## src/rtl/seg_scan_ctrl.sv

```systemverilog
// Time-multiplexed scan controller for a multi-digit seven-segment display.
// Host writes land in a shadow bank; a commit copies it to the displayed bank at a frame boundary.
`timescale 1ns/1ps
module seg_scan_ctrl #(
    parameter int NUM_DIGITS   = 4,
    parameter int SCAN_DIV     = 4000,
    parameter int BLANK_CYCLES = 16
) (
    input  logic                  clk,
    input  logic                  reset,
    input  logic                  enable,
    input  logic                  wr_valid,
    output logic                  wr_ready,
    input  logic [2:0]            wr_addr,
    input  logic [3:0]            wr_data,
    input  logic                  commit,
    input  logic                  lz_blank,
    output logic [3:0]            bcd_out,
    output logic [NUM_DIGITS-1:0] digit_sel,
    output logic                  frame_start
);

    localparam int CNT_W = (SCAN_DIV > 1) ? $clog2(SCAN_DIV) : 1;
    localparam int IDX_W = $clog2(NUM_DIGITS);
    localparam logic [CNT_W-1:0] BLANK_LAST = CNT_W'((BLANK_CYCLES > 0) ? BLANK_CYCLES - 1 : 0);
    localparam logic [CNT_W-1:0] SHOW_LAST  = CNT_W'(SCAN_DIV - BLANK_CYCLES - 1);
    localparam logic [IDX_W-1:0] IDX_LAST   = IDX_W'(NUM_DIGITS - 1);
    localparam logic [NUM_DIGITS-1:0] ONE_HOT = NUM_DIGITS'(1);

    typedef enum logic [1:0] {IDLE, BLANK, SHOW} state_t;

    // With no blank phase every slot opens directly in SHOW.
    localparam state_t SLOT_ST = (BLANK_CYCLES == 0) ? SHOW : BLANK;

    state_t                     state_q, state_d;
    logic [IDX_W-1:0]           idx_q, idx_d;
    logic [CNT_W-1:0]           cnt_q, cnt_d;
    logic [NUM_DIGITS-1:0][3:0] shadow_q;
    logic [NUM_DIGITS-1:0][3:0] active_q;
    logic                       pend_q;
    logic [NUM_DIGITS-1:0]      sel_q, sel_d;
    logic [3:0]                 bcd_q, bcd_d;
    logic                       frame_q, frame_d;
    logic                       slot_start;
    logic                       copy_en;
    logic                       wr_fire;

    function automatic logic [3:0] digit_value(
        input logic [NUM_DIGITS-1:0][3:0] bank,
        input logic [IDX_W-1:0]           i,
        input logic                       lz
    );
        logic [3:0] v;
        logic       upper_zero;
        v          = 4'h0;
        upper_zero = 1'b1;
        for (int j = NUM_DIGITS - 1; j >= 0; j--) begin
            if (j >= int'(i) && bank[j] != 4'h0) upper_zero = 1'b0;
            if (j == int'(i)) v = bank[j];
        end
        if (lz && i != '0 && upper_zero) v = 4'hF;
        return v;
    endfunction

    // The copy cycle steals the write port so shadow is stable while it is copied.
    assign copy_en  = pend_q && (frame_q || state_q == IDLE);
    assign wr_ready = !copy_en;
    assign wr_fire  = wr_valid && wr_ready && ({1'b0, wr_addr} < 4'(NUM_DIGITS));

    always_comb begin
        state_d    = state_q;
        idx_d      = idx_q;
        cnt_d      = cnt_q;
        slot_start = 1'b0;
        case (state_q)
            IDLE: begin
                idx_d = '0;
                cnt_d = '0;
                if (enable) begin
                    state_d    = SLOT_ST;
                    slot_start = 1'b1;
                end
            end
            BLANK: begin
                if (!enable) begin
                    state_d = IDLE;
                    idx_d   = '0;
                    cnt_d   = '0;
                end else if (cnt_q == BLANK_LAST) begin
                    state_d = SHOW;
                    cnt_d   = '0;
                end else begin
                    cnt_d = cnt_q + CNT_W'(1);
                end
            end
            SHOW: begin
                if (!enable) begin
                    state_d = IDLE;
                    idx_d   = '0;
                    cnt_d   = '0;
                end else if (cnt_q == SHOW_LAST) begin
                    state_d    = SLOT_ST;
                    cnt_d      = '0;
                    idx_d      = (idx_q == IDX_LAST) ? '0 : idx_q + IDX_W'(1);
                    slot_start = 1'b1;
                end else begin
                    cnt_d = cnt_q + CNT_W'(1);
                end
            end
            default: begin
                state_d = IDLE;
                idx_d   = '0;
                cnt_d   = '0;
            end
        endcase

        sel_d   = (state_d == SHOW) ? (ONE_HOT << idx_d) : '0;
        frame_d = slot_start && (idx_d == '0);
        if (state_d == IDLE)  bcd_d = 4'hF;
        else if (slot_start)  bcd_d = digit_value(active_q, idx_d, lz_blank);
        else                  bcd_d = bcd_q;
    end

    always_ff @(posedge clk) begin
        if (!reset) begin
            state_q  <= IDLE;
            idx_q    <= '0;
            cnt_q    <= '0;
            shadow_q <= '0;
            active_q <= '0;
            pend_q   <= 1'b0;
            sel_q    <= '0;
            bcd_q    <= 4'hF;
            frame_q  <= 1'b0;
        end else begin
            state_q <= state_d;
            idx_q   <= idx_d;
            cnt_q   <= cnt_d;
            sel_q   <= sel_d;
            bcd_q   <= bcd_d;
            frame_q <= frame_d;
            // A commit arriving in the copy cycle re-arms for the next boundary.
            pend_q  <= copy_en ? commit : (pend_q | commit);
            if (copy_en) active_q <= shadow_q;
            for (int i = 0; i < NUM_DIGITS; i++) begin
                if (wr_fire && wr_addr == 3'(i)) shadow_q[i] <= wr_data;
            end
        end
    end

    assign digit_sel   = sel_q;
    assign bcd_out     = bcd_q;
    assign frame_start = frame_q;

endmodule

```

## config.mk

```make
export PLATFORM = sky130hd
export DESIGN_NAME = seg_scan_ctrl
export DESIGN_NICKNAME = d
export VERILOG_FILES = /design/src/rtl/seg_scan_ctrl.sv
export SDC_FILE = /design/constraint.sdc
export NUM_CORES = 1
export LEC_CHECK = 0
export ABC_AREA = 1
export CAP_MARGIN = 20
export CORE_UTILIZATION = 45
export DETAILED_ROUTE_END_ITERATION = 8
export PLACE_DENSITY = 0.77
export SLEW_MARGIN = 0
export SYNTH_ARGS = -nofsm -noshare
export SYNTH_HDL_FRONTEND = slang
export SYNTH_SLANG_ARGS = --single-unit
```

## constraint.sdc

```tcl
create_clock -name clk -period 2.5 [get_ports clk]
set_clock_uncertainty 0.1 [all_clocks]
set_input_delay 0.375 -clock clk [delete_from_list [all_inputs] [get_ports clk]]
set_output_delay 0.375 -clock clk [all_outputs]
set_load 0.005 [all_outputs]
```

==> metrics.cfg <==
[status]
status=complete, no violations

[placed_design]
place_hpwl_mm=3.80
port_buffers=22
place_inst=419
gp_congestion=0.828

[final_layout]
insertedDiodeCount=0
final_util=0.568
fillCellCount=506
synthToLayoutAreaGrowth_pct=20.5
final_cells=436
register_area_sq_um=1160
multi_input_area_sq_um=1290
drive_gt1_frac=0.143
final_nets=378

[worst_hold_path]
whs_path_depth=1
hp-class=reg2reg
min-delay-start=cnt_q[0]
whs_endpoint=cnt_q[0]

[setup_path]
crit_family=buffers and inverters
path_buf_inv=2
start_kind=flip-flop
r2r-end=shadow_q[4]
critical_path_class=reg2out
critPathMaxStageDelay_ps=520
r2r-start=state_q[0]
worst_setup_path_end_kind=output port
r2r.worst_path.cells=9
r2r_slack_ps=270
path_depth=4
critPathMaxFanout=5
cp_data_required_time_ps=2030
crit_slowest_cell=clkdlybuf4s50_1
cp_cell_sequence=inv_1 -> ha_1 -> o21ai_4 -> clkdlybuf4s50_1
arrival_ps=1910

[grt]
grt_usage=0.192
antenna_found_initial=0
top_usage_layer=met2
grt_pass1_wl_mm=9.05
grt_util_met2=0.313
use_met3=0.0674
use_met1=0.224
grt_pass1_vias=2065
grt_max_degree=34
overflow=0

[drt]
drc=0
viasPerCell=5.12
wl_per_cell_microns=11.9
drt-initial-drc-count=91
first_pass_iters=4
wl_mm=5.21
ant_nets=0
vias=2233

[clock_network]
root_buffer=clkbuf_8
path_clk_slew_ps=60
h-tree-depth=3
clock_tree.buffer_depth=2
cts_buffers=9
cts_tree=done
cts-hold-fix-buffers=0
insertion_delay_ps=340
cts_sinks=58

[synth]
ys_warn_count=0
synthDistinctLibCells=36
syn_avg_cell_area_sq_um=7.97
synth_area_sq_um=2630
synth_seq_cells=58
async_reset_ff_frac=0
synthesis.nets=349
synth_most_common_cell=dfxtp_1
synth_top_area_share=0.442
synth_common_cells=dfxtp_1 (58), nor2_1 (43), inv_1 (32), o21ai_0 (32), nand2_1 (30)
synth_ff_type=dfxtp_1
synthCells=330
synth_edf_count=0
ys_seq_area_frac=0.442
yosysTopAreaCell=dfxtp_1
synthTopCellsByArea=dfxtp_1 (44%), nor2_1 (6.1%), o21ai_0 (6.1%), a21oi_1 (5.1%), inv_1 (4.6%)

[sta]
worstMarginPinSlew_ps=458
setup_viol=0
slew_headroom=0.694
hold_violations=0
min_period_over_period=0.952
min_period_ps=2380
drv_slew=0
max_freq_ghz=0.420
rsz0062_at_grt=false
tns_ps=0

[floorplanning]
rows=27
start_util=0.472
core-area_sq_um=5570
boundaryPins=23
die_w_microns=78.4
die_h_microns=78.4
die_area_sq_um=6150

[pwr]
vdd_drop_max_mv=0.620
powerDensity_nw_per_um2=674
p_leak_nw=1.24
total_power_mw=2.13

[run]
max-cap-violations=0

## metrics by stage
stage	area, sq um	hold WS [ps]	setup slack, ps
final	3170	354	120
after detailed placement	2930	346	149
after global placement	2930	328	206
after global routing	3170	381	4.54
after CTS	3160	356	18.1
after floorplan	2630	318	609
## report_power, final
part / switching [mW] / internal [mW] / leakage (nW)
logic: 0.101 / 0.0799 / 0.653
registers: 0.0243 / 0.963 / 0.472
clock network: 0.377 / 0.589 / 0.112
## routing by layer
| metal | wire (microns) | part of all wire |
|---|---|---|
| met1 | 2480 | 0.48 |
| met5 | 0 | 0 |
| met2 | 2450 | 0.47 |
| met3 | 200 | 0.038 |
| met4 | 83 | 0.016 |
## what timing repair did
item | 4_1_cts | 5_1_grt
setup endpoints to repair | 1 | 1
gates resized for setup | 1 | 0
setup buffers | 0 | 1
pin swaps | 1 | 1
## cell usage in the layout (no fill, tap or decap), types with 7 or more instances in the layout
master / Yosys / layout
nand2_1: 30 / 30
o21ai_0: 32 / 32
nand3_1: 22 / 22
nor3_1: 7 / 7
a21oi_1: 27 / 27
clkbuf_8: 0 / 10
inv_2: 7 / 7
inv_1: 32 / 32
nor2_1: 43 / 43
nand4_1: 8 / 8
clkdlybuf4s50_1: 0 / 22
dfxtp_1: 58 / 58
## worst max-delay path by stage
stage,endpoint,from
floorplan,shadow_q[12],state_q[0]
global route,wr_ready,state_q[0]
global placement,cnt_q[4],enable
finish,wr_ready,state_q[0]
detailed placement,cnt_q[4],enable
CTS,wr_ready,state_q[0]
## layout make-up
type / count / area share
Clock inverter: 6 / 0.0284
Tap cell: 72 / 0.0284
Multi-Input combinational cell: 224 / 0.408
Clock buffer: 10 / 0.0434
Inverter: 41 / 0.0486
Sequential cell: 58 / 0.367
Timing Repair Buffer: 25 / 0.0766
## state kept, by name (all words and copies together), names as in the netlist
| name | count |
|---|---|
| cnt_q | 12 |
| shadow_q | 16 |
| active_q | 16 |
| state_q | 2 |
| digit_sel | 4 |
| pend_q | 1 |
| frame_start | 1 |
| idx_q | 2 |
| bcd_out | 4 |
## cells by family after synthesis
family | Yosys count | synth area share
simple gates | 137 | 0.280
fa+ha+maj | 6 | 0.0286
flops | 58 | 0.442
compound gates | 77 | 0.167
xor+xnor | 4 | 0.0133
buf+inv | 48 | 0.0695
No activity file was read; power rests on OpenSTA's default activity.
